<file path="config.mk">
export PLATFORM = sky130hd
export DESIGN_NAME = mux4_arb
export DESIGN_NICKNAME = d
export VERILOG_FILES = /design/src/rtl/mux4_arb.sv
export SDC_FILE = /design/constraint.sdc
export NUM_CORES = 1
export LEC_CHECK = 0
export BUFFER_PORTS_ARGS = -buffer_cell sky130_fd_sc_hd__buf_2
export CORE_AREA = 2 2 39 41
export CTS_BUF_LIST = sky130_fd_sc_hd__clkbuf_4
export CTS_CLUSTER_SIZE = 10
export DETAILED_ROUTE_END_ITERATION = 7
export DIE_AREA = 0 0 41 43
export PLACE_DENSITY_LB_ADDON = 0.05
export RECOVER_POWER = 50
export SLEW_MARGIN = 15
export SYNTH_ARGS = -nofsm -noshare
export SYNTH_HDL_FRONTEND = slang
export SYNTH_SLANG_ARGS = --single-unit
</file>
<file path="constraint.sdc">
create_clock -name clk -period 2.4 [get_ports clk]
set_input_delay 0.12 -clock clk [delete_from_list [all_inputs] [get_ports clk]]
set_output_delay 0.12 -clock clk [all_outputs]
set_load 0.1 [all_outputs]
</file>
<file path="src/rtl/mux4_arb.sv">
// rtl/mux4_arb.sv - round-robin arbitrated 4:1 mux with optional hold timeout
//
// Four requesters share one 1-bit 4:1 mux. A two-state FSM (IDLE/GRANT)
// grants one requester at a time. The search for the next owner starts at
// a rotating pointer. After every release the block waits one IDLE cycle
// before it arbitrates again.
//
// Optional feature: define MUX4_ARB_TIMEOUT_EN to compile in an 8-bit hold
// counter. When the owner has held the grant for MAX_HOLD cycles and any
// other requester is waiting, the owner is forced to release.
//
// Ports:
//   clk        in   clock, all state on rising edge
//   rst_n      in   synchronous active-low reset
//   req[3:0]   in   request per source (0=a, 1=b, 2=c, 3=d)
//   a,b,c,d    in   data sources of the shared mux
//   gnt[3:0]   out  registered one-hot grant, zero when idle
//   s1, s2     out  registered select, {s1,s2} = index of granted source
//   busy       out  registered, high while in GRANT
//   y          out  combinational mux output, 0 when not busy
module mux4_arb #(
  parameter int unsigned MAX_HOLD = 8
) (
  input  logic       clk,
  input  logic       rst_n,
  input  logic [3:0] req,
  input  logic       a,
  input  logic       b,
  input  logic       c,
  input  logic       d,
  output logic [3:0] gnt,
  output logic       s1,
  output logic       s2,
  output logic       busy,
  output logic       y
);

  typedef enum logic {
    ST_IDLE  = 1'b0,
    ST_GRANT = 1'b1
  } state_t;

  state_t     r_state;
  state_t     w_state_nxt;
  logic [3:0] r_gnt;
  logic [3:0] w_gnt_nxt;
  logic [1:0] r_sel;
  logic [1:0] w_sel_nxt;
  logic [1:0] r_rr_ptr;
  logic [1:0] w_rr_ptr_nxt;
  // Set for the single IDLE cycle that follows a release; blocks arbitration.
  logic       r_hold_off;
  logic       w_hold_off_nxt;
  logic [1:0] w_pick;
  logic       w_pick_vld;
  logic       w_release;

  // First requester at or after r_rr_ptr, modulo 4. Scanning from the
  // farthest offset down lets the nearest one win.
  always_comb begin
    w_pick     = r_rr_ptr;
    w_pick_vld = 1'b0;
    for (int i = 3; i >= 0; i--) begin
      if (req[r_rr_ptr + 2'(i)]) begin
        w_pick     = r_rr_ptr + 2'(i);
        w_pick_vld = 1'b1;
      end
    end
  end

`ifdef MUX4_ARB_TIMEOUT_EN
  logic [7:0] r_hold_cnt;
  logic [7:0] w_hold_cnt_nxt;
  logic       w_at_limit;
  logic       w_others;

  assign w_at_limit = (r_hold_cnt == 8'(MAX_HOLD - 1));
  assign w_others   = |(req & ~r_gnt);
  assign w_release  = ~|(req & r_gnt) | (w_at_limit & w_others);
`else
  // MAX_HOLD has no effect in this build.
  logic [7:0] w_unused_max_hold;
  assign w_unused_max_hold = 8'(MAX_HOLD);
  assign w_release         = ~|(req & r_gnt);
`endif

  always_comb begin
    w_state_nxt    = r_state;
    w_gnt_nxt      = r_gnt;
    w_sel_nxt      = r_sel;
    w_rr_ptr_nxt   = r_rr_ptr;
    w_hold_off_nxt = 1'b0;
`ifdef MUX4_ARB_TIMEOUT_EN
    w_hold_cnt_nxt = r_hold_cnt;
`endif
    case (r_state)
      ST_IDLE: begin
        if (!r_hold_off && w_pick_vld) begin
          w_state_nxt = ST_GRANT;
          w_gnt_nxt   = 4'b0001 << w_pick;
          w_sel_nxt   = w_pick;
`ifdef MUX4_ARB_TIMEOUT_EN
          w_hold_cnt_nxt = 8'd0;
`endif
        end
      end
      ST_GRANT: begin
        if (w_release) begin
          w_state_nxt    = ST_IDLE;
          w_gnt_nxt      = 4'b0000;
          w_rr_ptr_nxt   = r_sel + 2'd1;
          w_hold_off_nxt = 1'b1;
        end
`ifdef MUX4_ARB_TIMEOUT_EN
        else if (w_at_limit) begin
          // Nobody else is waiting: restart the hold window.
          w_hold_cnt_nxt = 8'd0;
        end else begin
          w_hold_cnt_nxt = r_hold_cnt + 8'd1;
        end
`endif
      end
      default: begin
        w_state_nxt = ST_IDLE;
        w_gnt_nxt   = 4'b0000;
      end
    endcase
  end

  always_ff @(posedge clk) begin
    if (!rst_n) begin
      r_state    <= ST_IDLE;
      r_gnt      <= 4'b0000;
      r_sel      <= 2'd0;
      r_rr_ptr   <= 2'd0;
      r_hold_off <= 1'b0;
`ifdef MUX4_ARB_TIMEOUT_EN
      r_hold_cnt <= 8'd0;
`endif
    end else begin
      r_state    <= w_state_nxt;
      r_gnt      <= w_gnt_nxt;
      r_sel      <= w_sel_nxt;
      r_rr_ptr   <= w_rr_ptr_nxt;
      r_hold_off <= w_hold_off_nxt;
`ifdef MUX4_ARB_TIMEOUT_EN
      r_hold_cnt <= w_hold_cnt_nxt;
`endif
    end
  end

  logic w_mux;
  always_comb begin
    case (r_sel)
      2'd0:    w_mux = a;
      2'd1:    w_mux = b;
      2'd2:    w_mux = c;
      default: w_mux = d;
    endcase
  end

  assign gnt  = r_gnt;
  assign s1   = r_sel[1];
  assign s2   = r_sel[0];
  assign busy = (r_state == ST_GRANT);
  assign y    = busy & w_mux;

endmodule

</file>
# Word level (Yosys, flattened, before mapping)
# Cells that the tools add are included.
# classes
bitwise	4
add_sub_neg	4
n_mux	24
eq_ne	4
n_lt_le_gt_ge	4
reduce_logical	8
shift	1
# op_table
cell	count
2-bit by 3-bit less-than comparator with 1-bit output (second input constant)	4
1-bit two-way mux	11
1-bit binary-select mux with 2-bit select	4
2-bit two-way mux	4
4-bit two-way mux	2
4-bit case mux with 2 select lines	1
2-bit AND reduction	4
2-bit by 1-bit adder with 2-bit output (second input constant)	2
2-bit adder (second input constant)	2
4-bit bitwise AND	1
2-bit != test (second input constant)	2
4-bit OR reduction	1
1-bit by 2-bit << shifter with 4-bit output (first input constant)	1
1-bit case mux with 3 select lines	1
2-bit by 1-bit == test with 1-bit output (second input constant)	1
2-bit == test (second input constant)	1
2-bit zero test	1
1-bit inverter	2
1-bit case mux with 2 select lines	1
1-bit bitwise AND	1
1-bit logical AND	1
1-bit zero test	1
# word_totals
regBits	10
word_cells	54
out_inout_bits	8
inputBits	10

# Logic depth before layout (Yosys ltp)
# Gate-level depths: netlist (run 1).
# depth
ltp_word	10
depth_mapped	5
depth_no_buf	5

# Worst setup path after synthesis (run 1)
# No wires, ideal clock.
# synth_path
kind	reg2out
startpoint	register r_sel[0]
endpoint	output y
required_time_ns	2.280
stages_incl_launch_ff	6
n_path_buf	0
t_arrival_ns	2.242
setup_slack_ns	0.038
cell_sequence	dfxtp_1 -> inv_1 -> ha_1 -> a222oi_1 -> o21ai_0 -> and2_1
# synth_between
elab_chain_cells	3
word_cells_on_any_way	5
cone_classes	2 x eq/ne; 1 x mux; 1 x bitwise; 1 x reduce/logical
# synth_lines
item	line_no	text
start: declaration	47	logic [1:0] r_sel;
start signal: assignment	143	r_sel <= w_sel_nxt;
2-bit == test (tied with other cells)	154	case (r_sel)
1-bit case mux with 3 select lines (*)	154	
1-bit bitwise AND (*)	166	assign y = busy & w_mux;
end: declaration	35	output logic y
# Mark *: on every way between the ends. The rest lies on a longest branch, timed or not.

# Final worst setup path (run 1)
# Same ends and word-level chain as after synthesis.

==> flow_summary.ini, run 1 <==
[critical_path]
cpPeakStageDelay_ns = 0.42
worstPathArrival_ns = 1.84
critPathLaunchType = flip-flop
r2r_cells = 4
cp_cell_sequence = inv_1 -> ha_1 -> a222oi_1 -> o21ai_0 -> and2_1 -> buf_2
cp_slowest_cell = dfxtp_1
required_ns = 2.28
end_kind = output pin
cp_max_fo = 5
path_class = reg2out

[logic_synthesis]
synth_area_per_cell_um2 = 8.41
syn_nets = 83
synth-seq-cells = 10
synth_edf_count = 0
yosysTopAreaCellShare_pct = 34.5
ys.flop_type = dfxtp_1
syn_area_um2 = 581
ys_top_cells_by_count = dfxtp_1 (10), nand2_1 (7), nor2_1 (5)
yosysSeqAreaShare_pct = 34.5
synth.most_common_cell = dfxtp_1
synthCells = 69
ys_types = 30
yosys.area.top_type = dfxtp_1
synth-async-reset-ratio_pct = 0
ys_top_cells_by_area = dfxtp_1 (34%), ha_1 (8.6%), o31ai_1 (5.2%)
yosys_warnings = 0

[sta]
final.setup.tns_ns = 0
hold_viol = 0
fmax_ghz = 0.511
final.setup_skew_ns = 0.0106
timing.hold.ws_ns = 0.161
final_max_slew_viol_count = 0
setup_viol = 0
maxSlewHeadroom_pct = 22.5
min_period_over_period_pct = 81.5
timing.final.crit_period_ns = 1.96
rsz0062_at_grt = false
worst_pin_slew_ns = 1.17

[place]
port_buffers = 17
gp_congestion = 0.782
hpwl_um = 1140

[power_and_ir_drop]
p_per_area_mw_per_mm2 = 802
swShare_pct = 47.0
clkPwrFrac_pct = 23.2
p_leak_nw = 0.307
net-switching-power_mw = 0.264
internal_power_mw = 0.298
pwr-share-comb_pct = 40.6
p_seq_share_pct = 36.2
ir_drop_mv = 0.325

[cells_and_area]
antenna_cells = 0
nNetsFinal = 104
layout-drive-gt1-share_pct = 20.2
syn2layout_area_growth_pct = 20.7

[global_routing]
grt_max_degree = 9
grt_remaining_overflow = 0
gr-usage-all-layers_pct = 20.3
antenna_found_initial = 0
grt_pass1_wl_um = 2280
grt_pass1_vias = 528

[floorplanning]
ios = 18
die_h_um = 43
num_rows = 14
core_area_mm2 = 0.00138
die_w_um = 41
fp.dieArea_mm2 = 0.00176
start_util_pct = 42.0

[clock_network]
hold_buffers = 0
cts_tree = built
path_clk_slew_ns = 0.08
cts.htree.levels = 1
root_buffer = clkbuf_4
cts_sinks = 10
cts_setup_buffers = 0
clk_path_buf_depth = 2
clock_latency_ns = 0.28
cts_buffers = 3
postCtsResizedCells = 0

[drt]
wl_um = 1470
first_pass_iters = 4
dr_total_vias = 586
drtIter0Drc = 5
drt-vias-per-instance = 5.58
drc = 0
drt.antenna.violating_nets = 0
wl_per_cell_um = 14.0

[status]
run_status = finished, final reports clean

[min_path]
hold_class = in2reg
hold_depth = 3

[job]
drv_cap = 0
registers in the layout (all words and copies together), names as in the netlist:
name and flops:
r_rr_ptr 2, busy 1, r_sel 2, r_hold_off 1, gnt 4
worst paths after layout:
check | start | endpoint | slack (ns)
worst max-delay path | r_sel[0]$_SDFFE_PN0P_ | y | 0.44
worst min-delay path | rst_n | gnt[1]$_SDFFE_PN0P_ | 0.16
worst max register to register | r_rr_ptr[0]$_SDFFE_PN0P_ | gnt[2]$_SDFFE_PN0P_ | 0.83
worst min register to register | gnt[3]$_SDFFE_PN0P_ | gnt[3]$_SDFFE_PN0P_ | 0.50
cell usage in the layout, fill, tap and decap left out, types with 2 or more instances in the layout:
cell,Yosys,final
o21ai_0,3,3
nor3_1,3,3
inv_1,3,3
nand4_1,4,4
nand2_1,7,7
buf_2,0,11
a21oi_1,4,4
a22oi_1,2,2
ha_1,4,4
nor2_1,5,5
o31ai_1,4,4
nor2b_1,2,2
clkbuf_4,0,3
dfxtp_1,10,10
clkbuf_1,1,6
kinds of logic after synthesis:
family / Yosys count / share of synthesized area (%)
buffers and inverters: 4 / 2.59
multiplexers: 1 / 1.72
AND/OR/NAND/NOR: 30 / 28.7
adder cells (fa/ha/maj): 4 / 8.62
AO/OA/AOI/OAI: 20 / 23.9
flip-flops: 10 / 34.5
power groups by stage:
stage / combinational, mW / sequential, mW / clock [mW]
after CTS: 0.232 / 0.203 / 0.132
after global placement: 0.229 / 0.206 / 0
after detailed placement: 0.231 / 0.207 / 0
after global routing: 0.243 / 0.206 / 0.140
after floorplan: 0.0955 / 0.293 / 0
final: 0.228 / 0.203 / 0.130
worst max-delay path: cells and delay by family (launching register included):
family	cells	cell delay [ns]
DFF	1	0.42
AOI/OAI and AO/OA	2	0.41
buffers and inverters	2	0.39
adders and majority gates	1	0.19
and+or+nand+nor	1	0.15
metal layers:
layer	track usage, %	vias up	share of wire, %
met4	15.3	0	2.7
met2	28.7	10	46
li1	-	301	-
met5	0	-	0
met1	24.9	270	48
met3	5.24	5	2.7
per-stage QoR:
step	std cells	worst slack [ns]	area [um2]	utilization [%]	total power, mW
after floorplan	69	0.0377	581	-	0.388
after global placement	101	0.775	682	49.3	0.435
after detailed placement	101	0.739	682	49.3	0.438
after CTS	105	0.422	708	51.2	0.567
after global routing	105	0.300	701	50.6	0.589
final	105	0.443	701	50.6	0.562
final cells by class:
class                   instances  area, um2
clock buffers                   3       22.5
inverters                       3       11.3
clock inverters                 1       3.75
well taps                      16       20.0
fillers                       169        683
flip-flops and latches         10        200
repair buffers                 17       77.6
multi-input cells              55        365
Note: power is estimated with default switching activity, not from simulation.
==> inputs of run 2 (changes only) <==
--- a/config.mk
+++ b/config.mk
@@ -5,12 +5,12 @@
 export SDC_FILE = /design/constraint.sdc
 export NUM_CORES = 1
 export LEC_CHECK = 0
+export ABC_AREA = 1
 export BUFFER_PORTS_ARGS = -buffer_cell sky130_fd_sc_hd__buf_2
-export CORE_AREA = 2 2 39 41
+export CORE_UTILIZATION = 49
 export CTS_BUF_LIST = sky130_fd_sc_hd__clkbuf_4
 export CTS_CLUSTER_SIZE = 10
 export DETAILED_ROUTE_END_ITERATION = 7
-export DIE_AREA = 0 0 41 43
 export PLACE_DENSITY_LB_ADDON = 0.05
 export RECOVER_POWER = 50
 export SLEW_MARGIN = 15
==> constraint.sdc (replaced) <==
create_clock -name clk -period 1.75 [get_ports clk]
set_input_delay 0.0875 -clock clk [delete_from_list [all_inputs] [get_ports clk]]
set_output_delay 0.0875 -clock clk [all_outputs]
set_load 0.1 [all_outputs]
==> flow_summary.ini, run 2 <==
[logic_synthesis]
synth_edf_count = 0
synth_area_per_cell_um2 = 6.65
synth-simple-area-share_pct = 41.6
ys_types = 21
syn_nets = 128
synth_top_family_by_area = simple AND/OR/NAND/NOR gates
yosys.area.top_type = dfxtp_1
synth-seq-cells = 10
synth-async-reset-ratio_pct = 0
muxShareOfSynthArea_pct = 0
ys_top_cells_by_area = dfxtp_1 (26%), nand2_1 (17%), inv_1 (7.4%)
ys_top_cells_by_count = nand2_1 (35), inv_1 (15), a21oi_1 (10), dfxtp_1 (10), nand2_2 (9)
yosysTopAreaCellShare_pct = 26.4
yosysSeqAreaShare_pct = 26.4
syn_area_um2 = 758
synth.most_common_cell = nand2_1
synth-xor-area-share_pct = 0
yosys_warnings = 0
ys.flop_type = dfxtp_1
synthAdderAreaFrac_pct = 6.60
synth_compound_area_share_pct = 14.0
synthCells = 114

[clock_network]
cts_setup_buffers = 0
clk_path_buf_depth = 2
cts_sinks = 10
cts_buffers = 3
root_buffer = clkbuf_4
cts_tree = built
path_clk_slew_ns = 0.06
cts.htree.levels = 1
clock_latency_ns = 0.27

[status]
run_status = finished, final reports clean

[sta]
setup_viol = 0
fmax_ghz = 0.632
hold_viol = 0
worst_pin_slew_ns = 0.542
timing.final.crit_period_ns = 1.58
final_max_slew_viol_count = 0
maxSlewHeadroom_pct = 64.0
final.setup_skew_ns = 0.00283
final.setup.tns_ns = 0
setup_ws_ns = 0.169
rsz0062_at_grt = false
min_period_over_period_pct = 90.4

[cells_and_area]
stdcell_area_um2 = 900
largest_reg_flops = 4
syn2layout_area_growth_pct = 18.6
mostFrequentLayoutCells = nand2_1 (35), inv_1 (15), a21oi_1 (10), nand2_2 (9), buf_2 (9)
antenna_cells = 0
nNetsFinal = 149
mostFrequentLayoutCell = nand2_1
layout-drive-gt1-share_pct = 34.3
fillers = 117

[critical_path]
cp_max_fo = 5
worstPathArrival_ns = 1.49
cp_cell_sequence = inv_1 -> ha_1 -> a21oi_1 -> a31oi_4 -> clkbuf_4
path_buf_inv = 2
cpPeakStageDelay_ns = 0.37
critPathLaunchType = flip-flop
required_ns = 1.66
end_kind = output pin
path_delay_family = flip-flops
cp_slowest_cell = dfxtp_2
path_class = reg2out
r2r_slack_ns = 0.21

[job]
drv_cap = 0

[global_routing]
grt_max_degree = 10
grt_remaining_overflow = 0
grt_pass1_wl_um = 2500
antenna_found_initial = 0
grt_pass1_vias = 593
gr-usage-all-layers_pct = 23.0

[drt]
drc = 0
wl_per_cell_um = 11.1
dr_total_vias = 754
drt-vias-per-instance = 5.06
drt.antenna.violating_nets = 0
drtIter0Drc = 28
wl_um = 1650
first_pass_iters = 4

[floorplanning]
num_rows = 13
die_w_um = 41.3
ios = 18
core_area_mm2 = 0.00137
start_util_pct = 55.5
fp.dieArea_mm2 = 0.00171
die_h_um = 41.3

[place]
post_dp_cell_area_um2 = 870
port_buffers = 17
hpwl_um = 1350
post-place-ws_ns = 0.0980
gp_congestion = 0.853

[min_path]
hold_class = in2reg
-- run 2: changes by cell type in the layout (fill, tap and decap cells not counted), moves of 3 or more --
cell and delta:
nand2_2 +9, nor3_1 -3, nor2_1 -3, clkbuf_2 +7, dfxtp_1 -4, a21oi_1 +6
inv_1 +12, clkbuf_1 -6, nand2_1 +28, o31ai_1 -4, dfxtp_2 +4, nand3_1 +6
-- run 2: final timing paths --
kind / from / end / cells past startpoint
max: r_sel[1]$_SDFFE_PN0P_ / y / 5
min: rst_n / r_rr_ptr[1]$_SDFFE_PN0P_ / 3
max reg2reg: r_rr_ptr[1]$_SDFFE_PN0P_ / gnt[0]$_SDFFE_PN0P_ / 10
min reg2reg: r_sel[0]$_SDFFE_PN0P_ / r_rr_ptr[0]$_SDFFE_PN0P_ / 1
-- run 2: cell families (layout without fill, tap and decap cells) --
kind of cell | count (synthesis) | count (layout)
buffers and inverters | 19 | 39
flip-flops | 10 | 10
adder cells (fa/ha/maj) | 4 | 4
AO/OA/AOI/OAI | 18 | 18
AND/OR/NAND/NOR | 63 | 63
-- run 2: cell type report --
type | instances | area, um2 | share of cell area [%]
clock buffers | 3 | 22.5 | 2.50
clock inverters | 1 | 3.75 | 0.417
inverters | 18 | 75.1 | 8.34
multi-input cells | 85 | 487 | 54.1
flip-flops and latches | 10 | 205 | 22.8
well taps | 15 | 18.8 | 2.09
repair buffers | 17 | 87.6 | 9.74
-- run 2: per-stage QoR --
stage          instances  utilization [%]  hold WS (ns)
3_5_place_dp         145             63.6         0.379
5_1_grt              149             65.8         0.104
4_1_cts              149             65.6        0.0954
3_3_place_gp         145             63.6         0.372
2_1_floorplan        114                -         0.222
6_report             149             65.8         0.102
-- run 2: routing by layer --
layer | track usage, % | part of all wire [%]
met2 | 34.0 | 43
met4 | 4.84 | 0
met5 | 0 | 0
met1 | 31.2 | 49
met3 | 9.57 | 7.8
-- run 2: what timing repair did --
item,in CTS,in global routing
endpoints found under the hold margin,0,0
hold buffers,0,0
setup endpoints to repair,0,5
gates resized for setup,0,2
-- run 2: tightest hold or removal path: cells and delay by family --
kind	cells	cell delay [ns]
buf+inv	1	0.12
compound gates	2	0.11
Power of run 2 is left out: the tool's default activity adds up to more than one toggle a clock period on the data nets, which glitch-free logic cannot reach.
